==> src/rtl/latency_meas_pkg.sv <==
// Shared definitions for the latency-measurement video generator:
// FSM state encoding, 1080p60 timing defaults, colours and status LED layout.
package latency_meas_pkg;

   typedef enum logic [1:0] {
      ST_IDLE  = 2'd0,
      ST_ARMED = 2'd1,
      ST_FLASH = 2'd2,
      ST_DONE  = 2'd3
   } state_e;

   // CEA-861 1920x1080p60 timing at 148.5 MHz
   localparam int DEF_H_ACTIVE = 1920;
   localparam int DEF_H_FP     = 88;
   localparam int DEF_H_SYNC   = 44;
   localparam int DEF_H_BP     = 148;
   localparam int DEF_V_ACTIVE = 1080;
   localparam int DEF_V_FP     = 4;
   localparam int DEF_V_SYNC   = 5;
   localparam int DEF_V_BP     = 36;

   localparam logic [23:0] WHITE = 24'hFF_FF_FF;
   localparam logic [23:0] RED   = 24'hFF_00_00;
   localparam logic [23:0] GRN   = 24'h00_FF_00;
   localparam logic [23:0] BLU   = 24'h00_00_FF;

   localparam int LED_ARMED   = 0;
   localparam int LED_FLASH   = 1;
   localparam int LED_HIT     = 2;
   localparam int LED_TIMEOUT = 3;

   // Idle colour from the switch bank: each switch adds one primary.
   function automatic logic [23:0] idle_colour(input logic [2:0] sw);
      logic [23:0] c;
      c = '0;
      if (sw[0]) c = c | BLU;
      if (sw[1]) c = c | GRN;
      if (sw[2]) c = c | RED;
      return c;
   endfunction

endpackage

==> src/rtl/video_timing_gen.sv <==
// Programmable raster timing generator. Counters are exposed raw; sync and
// data-enable are registered so they line up with a registered pixel path.
module video_timing_gen
   import latency_meas_pkg::*;
#(
   parameter int H_ACTIVE  = DEF_H_ACTIVE,
   parameter int H_FP      = DEF_H_FP,
   parameter int H_SYNC    = DEF_H_SYNC,
   parameter int H_BP      = DEF_H_BP,
   parameter int V_ACTIVE  = DEF_V_ACTIVE,
   parameter int V_FP      = DEF_V_FP,
   parameter int V_SYNC    = DEF_V_SYNC,
   parameter int V_BP      = DEF_V_BP,
   parameter bit SYNC_POL  = 1'b1,
   localparam int H_TOTAL  = H_ACTIVE + H_FP + H_SYNC + H_BP,
   localparam int V_TOTAL  = V_ACTIVE + V_FP + V_SYNC + V_BP,
   localparam int H_W      = $clog2(H_TOTAL),
   localparam int V_W      = $clog2(V_TOTAL)
) (
   input  logic           clk_i,
   input  logic           rst_n_i,
   output logic [H_W-1:0] h_cnt_o,
   output logic [V_W-1:0] v_cnt_o,
   output logic           frame_start_o,
   output logic           active_o,
   output logic           hsync_o,
   output logic           vsync_o,
   output logic           de_o
);

   localparam logic [H_W-1:0] H_LAST  = H_W'(H_TOTAL - 1);
   localparam logic [H_W-1:0] H_ACT   = H_W'(H_ACTIVE);
   localparam logic [H_W-1:0] HS_BEG  = H_W'(H_ACTIVE + H_FP);
   localparam logic [H_W-1:0] HS_END  = H_W'(H_ACTIVE + H_FP + H_SYNC);
   localparam logic [V_W-1:0] V_LAST  = V_W'(V_TOTAL - 1);
   localparam logic [V_W-1:0] V_ACT   = V_W'(V_ACTIVE);
   localparam logic [V_W-1:0] VS_BEG  = V_W'(V_ACTIVE + V_FP);
   localparam logic [V_W-1:0] VS_END  = V_W'(V_ACTIVE + V_FP + V_SYNC);

   logic [H_W-1:0] h_cnt_q, h_cnt_d;
   logic [V_W-1:0] v_cnt_q, v_cnt_d;
   logic           hsync_q, hsync_d;
   logic           vsync_q, vsync_d;
   logic           de_q;

   assign active_o      = (h_cnt_q < H_ACT) && (v_cnt_q < V_ACT);
   assign frame_start_o = (h_cnt_q == '0) && (v_cnt_q == '0);

   // Next raster position and sync levels for the current position.
   always_comb begin
      // NOTE: every always_comb output gets a default first so no path can infer a latch.
      h_cnt_d = h_cnt_q + H_W'(1);
      v_cnt_d = v_cnt_q;
      if (h_cnt_q == H_LAST) begin
         h_cnt_d = '0;
         v_cnt_d = (v_cnt_q == V_LAST) ? '0 : v_cnt_q + V_W'(1);
      end
      hsync_d = ((h_cnt_q >= HS_BEG) && (h_cnt_q < HS_END)) ? SYNC_POL : ~SYNC_POL;
      vsync_d = ((v_cnt_q >= VS_BEG) && (v_cnt_q < VS_END)) ? SYNC_POL : ~SYNC_POL;
   end

   // Raster counters and registered sync/enable, one cycle behind the counters.
   always_ff @(posedge clk_i or negedge rst_n_i) begin
      if (!rst_n_i) begin
         // NOTE: non-blocking assignments here so every flop samples pre-edge values.
         h_cnt_q <= '0;
         v_cnt_q <= '0;
         hsync_q <= ~SYNC_POL;
         vsync_q <= ~SYNC_POL;
         de_q    <= 1'b0;
      end else begin
         h_cnt_q <= h_cnt_d;
         v_cnt_q <= v_cnt_d;
         hsync_q <= hsync_d;
         vsync_q <= vsync_d;
         de_q    <= active_o;
      end
   end

   assign h_cnt_o = h_cnt_q;
   assign v_cnt_o = v_cnt_q;
   assign hsync_o = hsync_q;
   assign vsync_o = vsync_q;
   assign de_o    = de_q;

endmodule

==> src/rtl/latency_meas_gen.sv <==
// Display latency meter: drives a raster, flashes white from a frame start and
// timestamps the first rising edge seen on each photo-sensor channel.
module latency_meas_gen
   import latency_meas_pkg::*;
#(
   parameter int          H_ACTIVE     = DEF_H_ACTIVE,
   parameter int          H_FP         = DEF_H_FP,
   parameter int          H_SYNC       = DEF_H_SYNC,
   parameter int          H_BP         = DEF_H_BP,
   parameter int          V_ACTIVE     = DEF_V_ACTIVE,
   parameter int          V_FP         = DEF_V_FP,
   parameter int          V_SYNC       = DEF_V_SYNC,
   parameter int          V_BP         = DEF_V_BP,
   parameter bit          SYNC_POL     = 1'b1,
   parameter int          N_CH         = 2,
   parameter int          CNT_W        = 32,
   parameter int unsigned TIMEOUT_CLKS = 297_000_000
) (
   input  logic                  CLK,
   input  logic                  RST_N,
   input  logic [2:0]            sw,
   input  logic                  start_in,
   input  logic                  clear_in,
   input  logic [N_CH-1:0]       sensor_in,
   output logic [23:0]           data_out,
   output logic                  hsync_out,
   output logic                  vsync_out,
   output logic                  de_out,
   output logic                  busy_out,
   output logic                  done_out,
   output logic                  timeout_out,
   output logic [N_CH-1:0]       hit_out,
   output logic [N_CH*CNT_W-1:0] latency_out,
   output logic [3:0]            led
);

   localparam int H_W = $clog2(H_ACTIVE + H_FP + H_SYNC + H_BP);
   localparam int V_W = $clog2(V_ACTIVE + V_FP + V_SYNC + V_BP);
   localparam logic [CNT_W-1:0] TIMEOUT_LAST = CNT_W'(TIMEOUT_CLKS - 1);

   // Raw raster counters are available for other pattern generators; this
   // design only needs frame_start and the active flag.
   logic [H_W-1:0] h_cnt_unused;
   logic [V_W-1:0] v_cnt_unused;
   logic           frame_start;
   logic           active;

   state_e                      state_q, state_d;
   logic [CNT_W-1:0]            lat_cnt_q, lat_cnt_d;
   logic [N_CH-1:0]             hit_q, hit_d, new_hit;
   logic [N_CH-1:0][CNT_W-1:0]  latency_q, latency_d;
   logic                        timeout_q, timeout_d;
   logic [3:0]                  led_q, led_d;
   logic [23:0]                 data_q, data_d;
   logic [N_CH-1:0]             sync1_q, sync2_q, sync3_q;
   logic [N_CH-1:0]             rise;

   video_timing_gen #(
      .H_ACTIVE (H_ACTIVE),
      .H_FP     (H_FP),
      .H_SYNC   (H_SYNC),
      .H_BP     (H_BP),
      .V_ACTIVE (V_ACTIVE),
      .V_FP     (V_FP),
      .V_SYNC   (V_SYNC),
      .V_BP     (V_BP),
      .SYNC_POL (SYNC_POL)
   ) u_timing (
      .clk_i         (CLK),
      .rst_n_i       (RST_N),
      .h_cnt_o       (h_cnt_unused),
      .v_cnt_o       (v_cnt_unused),
      .frame_start_o (frame_start),
      .active_o      (active),
      .hsync_o       (hsync_out),
      .vsync_o       (vsync_out),
      .de_o          (de_out)
   );

   // Two-flop synchroniser per channel plus one history flop for edge detect.
   always_ff @(posedge CLK or negedge RST_N) begin
      if (!RST_N) begin
         sync1_q <= '0;
         sync2_q <= '0;
         sync3_q <= '0;
      end else begin
         sync1_q <= sensor_in;
         sync2_q <= sync1_q;
         sync3_q <= sync2_q;
      end
   end

   assign rise = sync2_q & ~sync3_q;

   // Measurement FSM, latency counter, per-channel capture and sticky LEDs.
   always_comb begin
      state_d   = state_q;
      lat_cnt_d = lat_cnt_q;
      hit_d     = hit_q;
      latency_d = latency_q;
      timeout_d = timeout_q;
      new_hit   = '0;

      case (state_q)
         ST_IDLE: begin
            if (start_in) begin
               state_d   = ST_ARMED;
               lat_cnt_d = '0;
               hit_d     = '0;
               latency_d = '0;
               timeout_d = 1'b0;
            end
         end
         ST_ARMED: begin
            if (frame_start) begin
               state_d   = ST_FLASH;
               lat_cnt_d = '0;
            end
         end
         ST_FLASH: begin
            if (lat_cnt_q != '1) lat_cnt_d = lat_cnt_q + CNT_W'(1);
            new_hit = rise & ~hit_q;
            for (int i = 0; i < N_CH; i++) begin
               if (new_hit[i]) latency_d[i] = lat_cnt_q;
            end
            hit_d = hit_q | new_hit;
            // A final hit in the timeout cycle still counts as a clean finish.
            if (&hit_d) begin
               state_d = ST_DONE;
            end else if (lat_cnt_q == TIMEOUT_LAST) begin
               state_d   = ST_DONE;
               timeout_d = 1'b1;
            end
         end
         ST_DONE: ;
         default: state_d = ST_IDLE;
      endcase

      if (clear_in) begin
         state_d   = ST_IDLE;
         lat_cnt_d = '0;
         hit_d     = '0;
         latency_d = '0;
         timeout_d = 1'b0;
         led_d     = '0;
      end else begin
         led_d = led_q;
         if (state_d != ST_IDLE)                          led_d[LED_ARMED]   = 1'b1;
         if (state_d == ST_FLASH || state_d == ST_DONE)   led_d[LED_FLASH]   = 1'b1;
         if (|hit_d)                                      led_d[LED_HIT]     = 1'b1;
         if (timeout_d)                                   led_d[LED_TIMEOUT] = 1'b1;
      end
   end

   // Pixel mux uses the next state so white starts on the frame's first pixel.
   always_comb begin
      data_d = '0;
      if (active) data_d = (state_d == ST_FLASH) ? WHITE : idle_colour(sw);
   end

   // State and result registers.
   always_ff @(posedge CLK or negedge RST_N) begin
      if (!RST_N) begin
         // NOTE: result registers are few and directly visible on outputs, so they all take reset.
         state_q   <= ST_IDLE;
         lat_cnt_q <= '0;
         hit_q     <= '0;
         latency_q <= '0;
         timeout_q <= 1'b0;
         led_q     <= '0;
         data_q    <= '0;
      end else begin
         state_q   <= state_d;
         lat_cnt_q <= lat_cnt_d;
         hit_q     <= hit_d;
         latency_q <= latency_d;
         timeout_q <= timeout_d;
         led_q     <= led_d;
         data_q    <= data_d;
      end
   end

   assign data_out    = data_q;
   assign busy_out    = (state_q == ST_ARMED) || (state_q == ST_FLASH);
   assign done_out    = (state_q == ST_DONE);
   assign timeout_out = timeout_q;
   assign hit_out     = hit_q;
   assign latency_out = latency_q;
   assign led         = led_q;

endmodule

==> config.mk <==
export PLATFORM = sky130hd
export DESIGN_NAME = latency_meas_gen
export DESIGN_NICKNAME = d
export VERILOG_FILES = /design/src/rtl/latency_meas_pkg.sv /design/src/rtl/video_timing_gen.sv /design/src/rtl/latency_meas_gen.sv
export SDC_FILE = /design/constraint.sdc
export NUM_CORES = 1
export LEC_CHECK = 0
export ABC_AREA = 1
export ABC_CLOCK_PERIOD_IN_PS = 4500
export CORE_ASPECT_RATIO = 1.4
export CORE_MARGIN = 2
export CORE_UTILIZATION = 46
export DETAILED_ROUTE_END_ITERATION = 6
export PLACE_DENSITY = 0.74
export REMOVE_ABC_BUFFERS = 1
export SLEW_MARGIN = 20
export SYNTH_ARGS = -nofsm -noshare
export SYNTH_HDL_FRONTEND = slang
export SYNTH_SLANG_ARGS = --single-unit
==> constraint.sdc <==
create_clock -name CLK -period 4.5 [get_ports CLK]
set_input_delay 0.9 -clock CLK [delete_from_list [all_inputs] [get_ports CLK]]
set_output_delay 0.9 -clock CLK [all_outputs]
set_load 0.005 [all_outputs]
==> flow_metrics.py <==
metrics = {
    "synthesis": {
        "async_reset_ff_share_pct": 100,
        "synth-compound-area-share_pct": 5.98,
        "syn_inst": 949,
        "ys_seq_area_share_pct": 48.6,
        "synth_xor_area_share_pct": 2.55,
        "yosysTopAreaCell": "dfrtp_1",
        "synthFlopType": "dfrtp_1",
        "syn_avg_cell_area_sq_um": 7.59,
        "synth_top_area_share_pct": 48.6,
        "synth_area_sq_um": 7200,
        "synth_top_family_by_area": "simple AND/OR/NAND/NOR gates",
        "ys_warn_count": 0,
        "yosys.area_share.simple_pct": 31.8,
        "synthMuxAreaShare_pct": 0,
        "synth_fa_ha_area_share_pct": 1.74,
        "ys_ff_latch": 140,
        "synth_cell_type_count": 42,
        "synth_area_leaders": "dfrtp_1 49%, nand2_1 19%, nor2_1 5.4%",
        "synth_edf_count": 0,
    },
    "placed_design": {
        "dp_slack_ps": 1190,
        "post_dp_cell_area_sq_um": 8280,
        "gp_congestion": 0.927,
        "io_buffer_count": 108,
        "hpwl_microns": 12200,
    },
    "worst_setup_path": {
        "critPathMaxFanout": 32,
        "cp.arrival_ps": 3490,
        "critPathBufInv": 3,
        "cp-end-kind": "flop",
        "critPathMostFrequentCell": "nand2_1",
        "path_class": "reg -> reg",
        "slowest_stage": "clkinv_1",
        "crit_family": "buffers and inverters",
        "cp_cell_sequence": "inv_1 > ha_1 > inv_1 > nor2_1 > o21ai_0 > nand2_1 > clkinv_1 > nand2_1 > nand2_1",
        "startpoint_type": "flop",
        "worstPathRequired_ps": 4800,
        "cpPeakStageDelay_ps": 810,
    },
    "sta": {
        "fin_crit_ps": 3180,
        "finalHoldViolCount": 0,
        "fmax_ghz": 0.314,
        "tightest_slew_ps": 1040,
        "max_slew_margin_pct": 30.1,
        "rsz0062_at_grt": "false",
        "fin_crit_sh_pct": 70.8,
        "tns_ps": 0,
        "fin_skew_ps": 15.0,
        "setup_violations": 0,
        "final_critical_path_setup_slack_ps": 1320,
        "slew_viol_final": 0,
    },
    "clock_tree": {
        "ctsHoldBuffers": 0,
        "cts_resized": 0,
        "cts_made_buffers": 17,
        "h-tree-depth": 4,
        "insertion_delay_ps": 430,
        "post_cts_buffers": 0,
        "cts_tree": "done",
        "clock_path_buffers": 2,
        "clock-sinks": 140,
        "clockRootBuffer": "clkbuf_16",
        "clk_transition_reported_paths_ps": 60,
    },
    "routing": {
        "vias": 6293,
        "wl_per_cell_microns": 14.2,
        "vias_per_cell": 5.06,
        "drt-pass1-iter-count": 6,
        "routed_wl_microns": 17700,
        "drt_drc_violations_left": 0,
        "drt_iter0_drc": 432,
        "detail-route-antenna-nets": 0,
    },
    "hold_path": {
        "hold_path.class": "reg -> reg",
    },
    "layout": {
        "layout_common_cells": "360 x nand2_1, 140 x dfrtp_1, 107 x clkdlybuf4s50_1, 103 x nor2_1, 92 x inv_1",
        "layout_commonest_cell": "nand2_1",
        "nets": 1055,
        "utilization_pct": 57.5,
        "syn_to_final_growth_pct": 23.6,
        "n_antenna_cell": 0,
        "layout-drive-gt1-share_pct": 6.39,
        "fin_area_sq_um": 8900,
    },
    "grt": {
        "grt_use_total_pct": 22.2,
        "grt_pass1_wl_microns": 29000,
        "antenna_found_initial": 0,
        "overflow": 0,
        "grt_pass1_vias": 6081,
        "grt_max_degree": 92,
    },
    "power": {
        "irDropWorstVdd_mv": 0.214,
        "combPwrFrac_pct": 5.1,
        "p_sw_share_pct": 23.1,
        "p_clk_share_pct": 51.2,
        "p_leak_nw": 4.32,
        "switchingPower_uw": 673,
        "pwr_density_cell_nw_per_um2": 327,
        "p_seq_share_pct": 43.7,
        "power.internal_mw": 2.24,
    },
    "run_status": {
        "status": "finished clean",
    },
    "die": {
        "dieArea_sq_um": 16700,
        "num_io_pins": 109,
        "floorplan.initialDensity_pct": 46.6,
        "rows": 54,
        "fp.dieH_microns": 152,
        "die_w_microns": 110,
        "core_area_sq_um": 15500,
    },
    "job": {
        "drv_cap": 0,
    },
}
[final cells by class]
| type | count | area [sq um] |
|---|---|---|
| clock inverter | 14 | 198 |
| timing repair buffer | 115 | 1130 |
| multi-input combinational | 665 | 3030 |
| clock buffer | 17 | 425 |
| sequential | 140 | 3500 |
| tap | 196 | 245 |
| inverter | 97 | 364 |
| fill | 1415 | 6570 |
[worst register-to-register path, cell delays in order, from the launching register on]
cell and delay [ps]:
dfrtp_1 440, inv_1 150, ha_1 410, inv_1 360
nor2_1 280, o21ai_0 150, nand2_1 110, clkinv_1 810
nand2_1 280, nand2_1 70
[path summary, 6_finish.rpt]
path | start | to | slack [ps] | cells past startpoint
worst max-delay path | state_q[0]$_DFF_PN0_ | latency_out[23]$_DFFE_PN0P_ | 1320 | 9
worst min-delay path | sync1_q[1]$_DFF_PN0_ | sync2_q[1]$_DFF_PN0_ | 360 | 0
worst max register to register | state_q[0]$_DFF_PN0_ | latency_out[23]$_DFFE_PN0P_ | 1320 | 9
worst min register to register | sync1_q[1]$_DFF_PN0_ | sync2_q[1]$_DFF_PN0_ | 360 | 0
max in group asynchronous | RST_N | u_timing.v_cnt_o[0]$_DFFE_PN0N_ | 3030 | 2
min in group asynchronous | RST_N | latency_out[32]$_DFFE_PN0P_ | 550 | 1
[sequential cells by signal, indices dropped and copies added (netlist names)]
register          flops
latency_out          64
lat_cnt_q            32
u_timing.h_cnt_o     12
u_timing.v_cnt_o     11
led                   4
data_out              3
hit_out               2
state_q               2
sync1_q               2
sync2_q               2
sync3_q               2
timeout_out           1
u_timing.de_o         1
u_timing.hsync_o      1
u_timing.vsync_o      1
[cells in the mapped netlist (all sizes together), types with 2 or more instances]
master and count:
nor3 34, o31ai 2, nor4 2, and3 2, nand2 367, o21ai 42, ha 10, nor2 107
dfrtp 140, or2 3, nand3b 2, inv 96, buf 29, a21oi 20, nand4 9, clkbuf 18
nand3 34, xor2 21
[power groups by stage]
stage	Clock (mW)	Sequential [mW]	Combinational [mW]
detailed placement	0	1.29	0.151
CTS	1.51	1.27	0.152
finish	1.49	1.27	0.149
floorplan	0	1.30	0.0528
global route	1.57	1.27	0.164
global placement	0	1.29	0.150
[per-stage QoR]
stage               total power [mW]  hold WS [ps]  instances
floorplan                       1.35           331        902
global placement                1.44           334       1213
detailed placement              1.45           340       1213
CTS                             2.94           360       1244
global route                    3.00           375       1244
finish                          2.91           356       1244
[cells by family after synthesis]
kind of cell,Yosys count
AO/OA/AOI/OAI,72
AND/OR/NAND/NOR,562
buffers and inverters,144
flip-flops,140
XOR/XNOR,21
adder cells (fa/ha/maj),10
[routing by layer]
metal | track usage [%] | routed length, microns
met5 | 0 | 0
met4 | 10.7 | 595
met3 | 3.65 | 782
met2 | 38.6 | 9200
met1 | 25.9 | 7080
Power figures use the tool's default switching activity.
